$ cat src/rtl/cond_exec_if.sv
// Decode-to-execute control bundle for cond_exec_stage: decoder fields in,
// condition-gated strobes and architectural flags out.
interface cond_exec_if;
  logic       valid_d;
  logic [3:0] cond_d;
  logic       regw_d;
  logic       memw_d;
  logic       memtoreg_d;
  logic       alusrc_d;
  logic       branch_d;
  logic       aluop_d;
  logic       pcs_d;
  logic [1:0] flagw_d;
  logic [3:0] alu_flags_e;
  logic       stall_e;
  logic       flush_e;

  logic       regwrite_e;
  logic       memwrite_e;
  logic       pcsrc_e;
  logic       branch_taken_e;
  logic       memtoreg_e;
  logic       alusrc_e;
  logic       aluop_e;
  logic       condex_e;
  logic [3:0] flags;

  modport master (
    output valid_d, cond_d, regw_d, memw_d, memtoreg_d, alusrc_d, branch_d,
           aluop_d, pcs_d, flagw_d, alu_flags_e, stall_e, flush_e,
    input  regwrite_e, memwrite_e, pcsrc_e, branch_taken_e, memtoreg_e,
           alusrc_e, aluop_e, condex_e, flags
  );

  modport slave (
    input  valid_d, cond_d, regw_d, memw_d, memtoreg_d, alusrc_d, branch_d,
           aluop_d, pcs_d, flagw_d, alu_flags_e, stall_e, flush_e,
    output regwrite_e, memwrite_e, pcsrc_e, branch_taken_e, memtoreg_e,
           alusrc_e, aluop_e, condex_e, flags
  );
endinterface

$ cat src/rtl/cond_exec_stage.sv
// ID/EX control register with NZCV flag register and condition-gated
// register-write, memory-write, PC-select and branch strobes.
module cond_exec_stage (
  input  logic        clk,
  input  logic        reset,
  cond_exec_if.slave  bus
);

  logic       valid_p1;
  logic [3:0] cond_p1;
  logic       regw_p1;
  logic       memw_p1;
  logic       memtoreg_p1;
  logic       alusrc_p1;
  logic       branch_p1;
  logic       aluop_p1;
  logic       pcs_p1;
  logic [1:0] flagw_p1;
  logic [3:0] flags_q;
  logic       condex;

  function automatic logic cond_pass(input logic [3:0] cond, input logic [3:0] nzcv);
    logic n, z, c, v;
    {n, z, c, v} = nzcv;
    case (cond)
      4'b0000: cond_pass = z;
      4'b0001: cond_pass = !z;
      4'b0010: cond_pass = c;
      4'b0011: cond_pass = !c;
      4'b0100: cond_pass = n;
      4'b0101: cond_pass = !n;
      4'b0110: cond_pass = v;
      4'b0111: cond_pass = !v;
      4'b1000: cond_pass = c & !z;
      4'b1001: cond_pass = !c | z;
      4'b1010: cond_pass = (n == v);
      4'b1011: cond_pass = (n != v);
      4'b1100: cond_pass = !z & (n == v);
      4'b1101: cond_pass = z | (n != v);
      4'b1110: cond_pass = 1'b1;
      default: cond_pass = 1'b0;
    endcase
  endfunction

  // Decode -> EX boundary: flush outranks stall so a held slot can still be squashed.
  always_ff @(posedge clk) begin
    if (reset || bus.flush_e) begin
      valid_p1    <= 1'b0;
      cond_p1     <= 4'b0000;
      regw_p1     <= 1'b0;
      memw_p1     <= 1'b0;
      memtoreg_p1 <= 1'b0;
      alusrc_p1   <= 1'b0;
      branch_p1   <= 1'b0;
      aluop_p1    <= 1'b0;
      pcs_p1      <= 1'b0;
      flagw_p1    <= 2'b00;
    end else if (!bus.stall_e) begin
      valid_p1    <= bus.valid_d;
      cond_p1     <= bus.cond_d;
      regw_p1     <= bus.regw_d;
      memw_p1     <= bus.memw_d;
      memtoreg_p1 <= bus.memtoreg_d;
      alusrc_p1   <= bus.alusrc_d;
      branch_p1   <= bus.branch_d;
      aluop_p1    <= bus.aluop_d;
      pcs_p1      <= bus.pcs_d;
      flagw_p1    <= bus.flagw_d;
    end
  end

  assign condex = valid_p1 & cond_pass(cond_p1, flags_q);

  // EX -> flag register: a stalled instruction commits its flags only on the edge it leaves EX.
  always_ff @(posedge clk) begin
    if (reset) begin
      flags_q <= 4'b0000;
    end else if (condex && !bus.stall_e) begin
      if (flagw_p1[1]) flags_q[3:2] <= bus.alu_flags_e[3:2];
      if (flagw_p1[0]) flags_q[1:0] <= bus.alu_flags_e[1:0];
    end
  end

  assign bus.condex_e       = condex;
  assign bus.regwrite_e     = regw_p1 & condex;
  assign bus.memwrite_e     = memw_p1 & condex;
  assign bus.pcsrc_e        = pcs_p1 & condex;
  assign bus.branch_taken_e = branch_p1 & condex;
  assign bus.memtoreg_e     = memtoreg_p1;
  assign bus.alusrc_e       = alusrc_p1;
  assign bus.aluop_e        = aluop_p1;
  assign bus.flags          = flags_q;

endmodule

$ cat src/flat_wrapper.sv
// flat-port wrapper written by rule: the top's interface ports become plain ports
module cond_exec_stage_flat 
  (clk, reset, bus_valid_d, bus_cond_d, bus_regw_d, bus_memw_d, bus_memtoreg_d, bus_alusrc_d, bus_branch_d, bus_aluop_d, bus_pcs_d, bus_flagw_d, bus_alu_flags_e, bus_stall_e, bus_flush_e, bus_regwrite_e, bus_memwrite_e, bus_pcsrc_e, bus_branch_taken_e, bus_memtoreg_e, bus_alusrc_e, bus_aluop_e, bus_condex_e, bus_flags);
  cond_exec_if bus_i ();
  input  logic clk;
  input  logic reset;
  input wire logic [$bits(bus_i.valid_d)-1:0] bus_valid_d;
  input wire logic [$bits(bus_i.cond_d)-1:0] bus_cond_d;
  input wire logic [$bits(bus_i.regw_d)-1:0] bus_regw_d;
  input wire logic [$bits(bus_i.memw_d)-1:0] bus_memw_d;
  input wire logic [$bits(bus_i.memtoreg_d)-1:0] bus_memtoreg_d;
  input wire logic [$bits(bus_i.alusrc_d)-1:0] bus_alusrc_d;
  input wire logic [$bits(bus_i.branch_d)-1:0] bus_branch_d;
  input wire logic [$bits(bus_i.aluop_d)-1:0] bus_aluop_d;
  input wire logic [$bits(bus_i.pcs_d)-1:0] bus_pcs_d;
  input wire logic [$bits(bus_i.flagw_d)-1:0] bus_flagw_d;
  input wire logic [$bits(bus_i.alu_flags_e)-1:0] bus_alu_flags_e;
  input wire logic [$bits(bus_i.stall_e)-1:0] bus_stall_e;
  input wire logic [$bits(bus_i.flush_e)-1:0] bus_flush_e;
  output wire logic [$bits(bus_i.regwrite_e)-1:0] bus_regwrite_e;
  output wire logic [$bits(bus_i.memwrite_e)-1:0] bus_memwrite_e;
  output wire logic [$bits(bus_i.pcsrc_e)-1:0] bus_pcsrc_e;
  output wire logic [$bits(bus_i.branch_taken_e)-1:0] bus_branch_taken_e;
  output wire logic [$bits(bus_i.memtoreg_e)-1:0] bus_memtoreg_e;
  output wire logic [$bits(bus_i.alusrc_e)-1:0] bus_alusrc_e;
  output wire logic [$bits(bus_i.aluop_e)-1:0] bus_aluop_e;
  output wire logic [$bits(bus_i.condex_e)-1:0] bus_condex_e;
  output wire logic [$bits(bus_i.flags)-1:0] bus_flags;
  assign bus_i.valid_d = bus_valid_d;
  assign bus_i.cond_d = bus_cond_d;
  assign bus_i.regw_d = bus_regw_d;
  assign bus_i.memw_d = bus_memw_d;
  assign bus_i.memtoreg_d = bus_memtoreg_d;
  assign bus_i.alusrc_d = bus_alusrc_d;
  assign bus_i.branch_d = bus_branch_d;
  assign bus_i.aluop_d = bus_aluop_d;
  assign bus_i.pcs_d = bus_pcs_d;
  assign bus_i.flagw_d = bus_flagw_d;
  assign bus_i.alu_flags_e = bus_alu_flags_e;
  assign bus_i.stall_e = bus_stall_e;
  assign bus_i.flush_e = bus_flush_e;
  assign bus_regwrite_e = bus_i.regwrite_e;
  assign bus_memwrite_e = bus_i.memwrite_e;
  assign bus_pcsrc_e = bus_i.pcsrc_e;
  assign bus_branch_taken_e = bus_i.branch_taken_e;
  assign bus_memtoreg_e = bus_i.memtoreg_e;
  assign bus_alusrc_e = bus_i.alusrc_e;
  assign bus_aluop_e = bus_i.aluop_e;
  assign bus_condex_e = bus_i.condex_e;
  assign bus_flags = bus_i.flags;
  cond_exec_stage u_core (.clk(clk), .reset(reset), .bus(bus_i));
endmodule
$ cat config.mk
export PLATFORM = sky130hd
export DESIGN_NAME = cond_exec_stage_flat
export DESIGN_NICKNAME = d
export VERILOG_FILES = /design/src/rtl/cond_exec_if.sv /design/src/rtl/cond_exec_stage.sv /design/src/flat_wrapper.sv
export SDC_FILE = /design/constraint.sdc
export NUM_CORES = 1
export LEC_CHECK = 0
export BUFFER_PORTS_ARGS = -buffer_cell sky130_fd_sc_hd__buf_4
export CAP_MARGIN = 40
export CELL_PAD_IN_SITES_DETAIL_PLACEMENT = 1
export CELL_PAD_IN_SITES_GLOBAL_PLACEMENT = 1
export CORE_MARGIN = 2
export CORE_UTILIZATION = 36
export CTS_CLUSTER_DIAMETER = 200
export DETAILED_ROUTE_END_ITERATION = 8
export GPL_TIMING_DRIVEN = 0
export PLACE_DENSITY_LB_ADDON = 0.1
export SLEW_MARGIN = 20
export SYNTH_ARGS = -nofsm -noshare
export SYNTH_HDL_FRONTEND = slang
export SYNTH_SLANG_ARGS = --single-unit
$ cat constraint.sdc
create_clock -name clk -period 2.4 [get_ports clk]
set_input_delay 0.36 -clock clk [delete_from_list [all_inputs] [get_ports clk]]
set_output_delay 0.36 -clock clk [all_outputs]
set_load 0.05 [all_outputs]
==> impl.org, run 1 <==
** Layout
- The filler cells instantiated in the layout total 318.
- Post-layout utilization of the core :: 54.97%
- Relative to the synthesized area, the layout overhead comes to 47.36%.
- In the final design database the tool counted approximately 170 nets.
- Diodes inserted :: 0
- Fraction of final layout cells sized beyond drive strength 1 :: 48.65%

** Logic synthesis
- Most frequently used cell type in the post-synthesis netlist :: sky130_fd_sc_hd__mux2i_1
- When the netlist entered floorplanning its net count stood at 128.
- Sorting the synthesized cells by area gives the leading types as sky130_fd_sc_hd__dfxtp_1 (35%), sky130_fd_sc_hd__mux2i_1 (19%), sky130_fd_sc_hd__nor2_1 (5.5%).
- Number of enable-type register cells in the synthesized netlist :: 0
- Top cell type's share of synthesized area :: 35.34%
- Number of cells produced by synthesis :: approximately 110
- For this run, the leading register cell type out of synthesis is sky130_fd_sc_hd__dfxtp_1.
- For this run, asynchronously set or reset flops after synthesis account for 0%.
- Sequential share of the synthesized area :: 35.34%
- Warnings, synthesis :: 0
- In the synthesized netlist, the cells that appear most often are sky130_fd_sc_hd__mux2i_1 (19), sky130_fd_sc_hd__dfxtp_1 (18), sky130_fd_sc_hd__nor2_1 (15).
- Top cell type by total area after synthesis :: sky130_fd_sc_hd__dfxtp_1
- The synthesized design contains 18 register bits.
- Each instance of the synthesized netlist takes up on average approximately 9.6 um^2.
- Unique cell type count in the Yosys netlist :: 32
- Area of the mapped netlist :: 0.001020 mm^2

** Global route
- The via count of the first global-routing pass was roughly 940.
- The number of antenna violations at the first check in global routing was 0.
- Entering global routing, the biggest net connects 11 pins.
- The first global-routing pass estimated 4.174 mm of wire.
- Global routing finished with a remaining overflow of 0.
- In the global route stage, overall resource usage came out at 16.76%.

** Timing
- Setup repair after global routing could not meet its margin everywhere.
- Total of endpoints with negative setup slack in the final report :: 5
- Of the available clock period, the critical path in the final layout requires 104.3%.
- For the pin with the worst max-slew slack, the measured transition is 0.7345 ns.
- The number of max-slew violations in the final report came to 0.
- Fin worst setup slack :: -0.1041 ns
- Tmin final :: 2.504 ns
- The final hold violation count is 0.
- Headroom to the max-slew limit came out at 51.03%.
- Static timing analysis puts the maximum clock frequency at around 400 MHz.
- Across the routed clock network, the largest skew measured is roughly 0.0045 ns.

** Placed design
- IO Port Bufs :: 32
- RePlAce Congestion :: 0.6609
- HPWL after detailed placement :: 1.842 mm

** Worst hold path
- Min-Delay Path Depth :: 3
- For hold timing, the worst endpoint is u_core.flagw_p1[0].
- The startpoint identified for the worst hold timing path is bus_flagw_d[0].
- Worst min path class :: in -> reg

** Route
- The detailed router placed around 900 vias in this run.
- In this run the remaining antenna-violating nets after routing total 0.
- Number of DRC violations after detailed routing :: 0
- The first detailed-routing pass ran for 3 iterations.
- Wire length per cell :: 13.94 um
- Total length of routed wires :: 2.495 mm
- In the routed layout, each cell is associated on average with a via count of ~4.9.
- After the first detailed-routing iteration, the DRC count stood at 6.

** Worst setup path
- CP arrival :: roughly 2.1 ns
- Sort of element at the start of the critical path :: flop
- Number of cell instances on the worst register-to-register path :: 8
- In this run the critical register-to-register path is launched from u_core.cond_p1[1].
- Crit. End Element :: output pin
- Capturing point of the worst reg2reg path :: u_core.bus.flags[3]
- Largest fanout on the critical path :: 8
- Critical path class :: reg -> out
- Worst R2R Setup Slack :: 0.49 ns
- WP data required :: 2.04 ns

** Clock network
- Clk Tree Root Cell :: sky130_fd_sc_hd__clkbuf_4
- Hold bufs inserted after CTS :: 0
- Max Root-Sink Buffers :: 2
- Buffers inserted during clock tree synthesis total 3.
- After clock tree synthesis, the clock-pin slew on the worst setup and hold paths is 0.11 ns.
- Clock insertion delay at the later pin of the skew report :: 0.30 ns
- In this run the number of H-tree levels came out at 1.
- Clock tree synthesis found a total of 18 sinks.
- Clock tree from TritonCTS :: yes

** Floorplanning
- Effective utilization at floorplan :: 37.30%
- Overall die area :: between 0.003 and 0.004 mm^2
- For this design the top-level I/O count stands at 34.
- Row generation in the floorplan step produced 19 rows.
- Measured along the y axis, the die boundary spans 57.22 um.
- Area inside the core boundary :: 0.002734 mm^2
- Die boundary width :: ~57 um

** Outcome
- Run status :: complete, but fails checks
- The final reports fail on setup timing.

** Power and ir drop
- Static leakage :: 0.6631 nW
- Overall power consumption after layout is estimated at 0.0005988 W.
- Total power per unit cell area :: 398.5 mW/mm^2
- The worst-case IR drop observed on VDD is 0.0003447 V.

** Flow run
- The tool flagged a number of max-cap violations equal to 0.
## registers in the layout (all words and copies together) (netlist names)
name	flops
u_core.bus.alusrc_e	1
u_core.cond_p1	4
u_core.pcs_p1	1
u_core.memw_p1	1
u_core.regw_p1	1
u_core.bus.memtoreg_e	1
u_core.bus.flags	4
u_core.branch_p1	1
u_core.valid_p1	1
u_core.flagw_p1	2
u_core.bus.aluop_e	1
## timing repair
item | in CTS | in global routing
resized for setup | 19 | 16
setup endpoints to repair | 5 | 5
setup buffers | 5 | 1
pin swaps | 7 | 9
## cells by family (layout without fill, tap and decap cells)
family | after synthesis | after routing | synth area share, %
buffers and inverters | 11 | 53 | 5.152
flip-flops | 18 | 18 | 35.34
AND/OR/NAND/NOR | 45 | 45 | 25.77
multiplexers | 19 | 19 | 18.65
XOR/XNOR | 2 | 2 | 2.455
AO/OA/AOI/OAI | 11 | 11 | 12.64
## per-layer routing
metal,track usage [%],part of all wire [%],up-vias
met1,19.58,43,407
met4,7.973,2.5,0
met3,4.308,5.1,8
li1,-,-,447
met5,0,0,-
met2,28.57,49,22
## power breakdown
part	internal [W]	switching, W	total, W	leakage [nW]
registers	0.000304	0.00000447	0.000309	0.149
logic	0.0000531	0.0000430	0.0000961	0.493
clock network	0.0000927	0.000101	0.000194	0.0210
total	0.000450	0.000149	0.000599	0.663
## worst max-delay path, cell delays in order (launching register included)
cell and delay [ns]:
sky130_fd_sc_hd__dfxtp_2 0.34, sky130_fd_sc_hd__buf_6 0.11, sky130_fd_sc_hd__buf_6 0.12, sky130_fd_sc_hd__nand4b_1 0.10, sky130_fd_sc_hd__o2bb2ai_2 0.06, sky130_fd_sc_hd__a22o_1 0.22, sky130_fd_sc_hd__o41ai_4 0.43, sky130_fd_sc_hd__inv_2 0.12
sky130_fd_sc_hd__and2_4 0.18, sky130_fd_sc_hd__buf_8 0.14
## worst max path at each step
stage                                    from                 end  cells past startpoint
after floorplan           u_core.bus.flags[1]  bus_branch_taken_e                      6
after global placement      u_core.cond_p1[2]      bus_memwrite_e                      8
after detailed placement    u_core.cond_p1[0]         bus_pcsrc_e                      8
after CTS                 u_core.bus.flags[3]         bus_pcsrc_e                      7
after global routing        u_core.cond_p1[1]         bus_pcsrc_e                      9
final                       u_core.cond_p1[1]         bus_pcsrc_e                      9
## cell type report
type | instances | area, um^2 | area share, %
clock buffers | 4 | 36.28 | 2.415
plain buffers | 8 | 61.31 | 4.080
well taps | 31 | 38.79 | 2.581
repair buffers | 38 | 326.6 | 21.73
flip-flops and latches | 18 | 371.6 | 24.73
inverters | 3 | 11.26 | 0.7494
multi-input cells | 77 | 656.9 | 43.71
## placed cells by master, fill, tap and decap left out, types with 4 or more instances in the layout
master,instances
sky130_fd_sc_hd__nor2_1,15
sky130_fd_sc_hd__and2_4,4
sky130_fd_sc_hd__buf_6,7
sky130_fd_sc_hd__buf_4,31
sky130_fd_sc_hd__mux2i_1,18
sky130_fd_sc_hd__dfxtp_1,13
sky130_fd_sc_hd__buf_8,4
sky130_fd_sc_hd__nand2b_1,7
## per-stage QoR
step / instances / area (um^2) / hold WS, ns / setup TNS, ns / setup WS, ns
after floorplan: 106 / 1027 / 0.4531 / 0 / 0.01023
after global placement: 169 / 1306 / 0.4686 / 0 / 0.1639
after detailed placement: 169 / 1306 / 0.4796 / 0 / 0.1454
after CTS: 178 / 1434 / 0.2718 / -0.7175 / -0.1472
after global routing: 179 / 1503 / 0.2812 / -0.8148 / -0.1830
final: 179 / 1503 / 0.2793 / -0.4132 / -0.1041
Note: power is estimated with default switching activity, not from simulation.
==> run 2, diff against run 1 <==
Settings changed: CELL_PAD_IN_SITES_DETAIL_PLACEMENT 1 to 0, CELL_PAD_IN_SITES_GLOBAL_PLACEMENT 1 to 2, CORE_MARGIN 2 to 3, CORE_UTILIZATION 36 to 29.
==> impl.org, run 2 (synthesis gave the netlist of run 1 again) <==
** Global route
- GR Util All Layers :: between 10% and 20%
- Total gr overflow :: 0
- The number of antenna violations at the first check in global routing is 0.
- Wire length of the first global-routing pass :: 4.133 mm
- Pin count of the biggest net entering global routing :: 11
- Vias in the first global route :: slightly below 900

** Layout
- The number of antenna diodes in the final layout is 0.
- Layout area overhead :: 49.57%
- Footprint of the flip-flops and latches :: between 300 and 400 um^2
- Measured on the finished design, the core utilization comes to ~48%.
- Summing all multi-input logic gate instances after layout gives ~660 um^2.
- The post-route netlist has between 40% and 50% of its cells at a drive strength greater than 1.
- Most frequent cells in the layout :: sky130_fd_sc_hd__buf_4 (32), sky130_fd_sc_hd__mux2i_1 (18), sky130_fd_sc_hd__nor2_1 (15)
- Fill cells in the final layout number around 330.
- In the final design database the tool counted about 170 nets.
- Leaving out fill and tap cells, the most frequent cell in the layout is sky130_fd_sc_hd__buf_4.

** Floorplanning
- Overall die area :: 0.004264 mm^2
- Standard-cell rows :: 20
- Once the floorplan was initialized, standard cells occupied 31.84% of the core.
- The floorplan step set the die width to 65.30 um.
- Die Height :: 65.30 um
- The core region is around 0.0032 mm^2.
- 34 I/O pins were placed.

** Flow run
- Number of max-cap violations :: 0

** Worst setup path
- Crit. End Element :: output pin
- The startpoint identified for the worst register-to-register timing path is u_core.cond_p1[1].
- Number of cell instances on the worst register-to-register path :: 8
- In this run the register-to-register setup slack is 0.41 ns.
- For the worst setup path, the data required time is 2.04 ns.
- The signal on the critical path passes through buf_6, buf_6, nand4b_1, o2bb2ai_1, a22o_1, o41ai_4, inv_2, and2_4, buf_8.
- Largest fanout on the critical path :: 5
- STA classifies the critical path startpoint as a flop.
- The largest single stage delay on the critical path is ~0.37 ns.
- Crit path top cell by count :: sky130_fd_sc_hd__buf_6
- The setup path with the least slack is of type reg -> out.
- On the critical path, the stage with the largest delay is an instance of sky130_fd_sc_hd__o41ai_4.
- CP arrival :: 2.04 ns
- Capturing point of the worst reg2reg path :: u_core.bus.flags[0]

** Clock network
- In this run the number of H-tree levels came out at 1.
- Clock tree from TritonCTS :: yes
- Clock-pin slew was measured on the worst setup and hold paths at 0.11 ns.
- The number of hold buffers added after CTS was 0.
- Max Root-Sink Buffers :: 2
- Clk Tree Root Cell :: sky130_fd_sc_hd__clkbuf_4
- Inserted Clock Buffers :: 3
- Clock tree synthesis found a total of 18 sinks.
- Clock insertion delay at the later pin of the skew report :: 0.29 ns

** Timing
- The number of max-slew violations in the final report is 0.
- Once routing completed, OpenROAD measured the worst setup slack at 0.0006113 ns.
- Hold violation count in the final report :: 0
- Timing would allow up to between 400 and 500 MHz.
- Worst clock skew :: roughly 0.0094 ns
- After layout, the worst path uses 99.97% of the clock period.
- The clock period could shrink to roughly 2.4 ns.
- Setup violations remaining at the end of the flow were counted as 0.
- Headroom to the max-slew limit came out at 52.21%.
- Setup repair after global routing could not meet its margin everywhere.
- Tightest Pin Transition :: between 0.7 and 0.8 ns

** Worst hold path
- In this run the worst hold path is classified as in -> reg.
- The worst hold path passes through 3 cells.
- The startpoint identified for the worst hold timing path is bus_cond_d[0].
- Min-Delay Endpoint :: u_core.cond_p1[0]

** Placed design
- HPWL after detailed placement :: 1.722 mm
- At the end of routability-driven placement, the weighted congestion stood at 0.6745.
- OpenSTA, run right after detailed placement, puts the worst setup slack at 0.1473 ns.
- IO Port Bufs :: 32

** Route
- Via/cell ratio :: 4.565
- Via Count :: 881
- Wire length per cell :: approximately 12 um
- Once detail routing completed, the nets flagged for antenna violations numbered 0.
- The routed design has 2.339 mm of wire.
- Iteration-0 DRC count of the detailed router :: 22
- DR pass1 iterations :: 4
- Number of DRC violations after detailed routing :: 0

** Power and ir drop
- Total power per unit cell area :: 387.4 mW/mm^2
- Worst IR Drop VDD :: ~0.00023 V
- Static leakage :: 0.6660 nW

** Outcome
- The flow ran to the end, and the final reports show no timing, DRC or antenna violations.
==> run 2: cell types whose count changed in the layout (fill, tap and decap cells not counted), sizes merged <==
cell,delta
clkbuf,+1
==> run 2: how the worst max path moves through the flow <==
| stage | from | to | slack (ns) | depth (start not counted) |
|---|---|---|---|---|
| 2_1_floorplan | u_core.bus.flags[1] | bus_branch_taken_e | 0.01 | 6 |
| 3_3_place_gp | u_core.cond_p1[2] | bus_pcsrc_e | 0.15 | 8 |
| 3_5_place_dp | u_core.cond_p1[2] | bus_branch_taken_e | 0.15 | 8 |
| 4_1_cts | u_core.bus.flags[3] | bus_branch_taken_e | -0.06 | 7 |
| 5_1_grt | u_core.cond_p1[1] | bus_memwrite_e | -0.12 | 9 |
| 6_report | u_core.cond_p1[1] | bus_memwrite_e | 0.0006 | 9 |
==> run 2: layout make-up <==
type	count	share of cell area, %
inverter	3	0.7383
tap	44	3.610
timing repair buffer	39	22.31
multi-input combinational	77	43.23
sequential	18	24.20
buffer	8	3.527
clock buffer	4	2.379
==> run 2: repair_timing <==
action,CTS,global route
gates cloned,0,1
resized for setup,20,10
pin swaps,7,6
buffers inserted,5,1
setup endpoints to repair,5,5
==> run 2: power breakdown <==
group | total (W) | switching [W] | leakage [nW] | internal, W
sequential | 0.000310 | 0.00000449 | 0.149 | 0.000305
clock | 0.000187 | 0.0000945 | 0.0210 | 0.0000923
combinational | 0.0000942 | 0.0000416 | 0.496 | 0.0000525
total | 0.000591 | 0.000141 | 0.666 | 0.000450
==> run 2: per-layer routing <==
metal	up-vias	global-route usage, %	part of all wire (%)
li1	454	-	-
met1	405	15.44	47
met2	20	20.73	47
met3	2	3.248	5.1
met4	0	3.886	0.90
met5	-	0	0
==> run 2: critical path, delay by kind of cell, from the launching register on <==
| kind | cells | cell delay (ns) |
|---|---|---|
| buffers and inverters | 4 | 0.48 |
| AND/OR/NAND/NOR | 2 | 0.27 |
| flip-flops | 1 | 0.35 |
| AO/OA/AOI/OAI | 3 | 0.66 |
==> run 2: per-stage QoR <==
step	setup TNS [ns]	hold WS [ns]	total power (W)	cells	cell area (um^2)
after global routing	-0.4546	0.2850	0.0006302	193	1525
after global placement	0	0.4696	0.0004025	182	1323
after CTS	-0.2529	0.2812	0.0005984	191	1475
after floorplan	0	0.4531	0.0003669	106	1027
final	0	0.2914	0.0005909	193	1525
after detailed placement	0	0.4800	0.0004041	182	1323
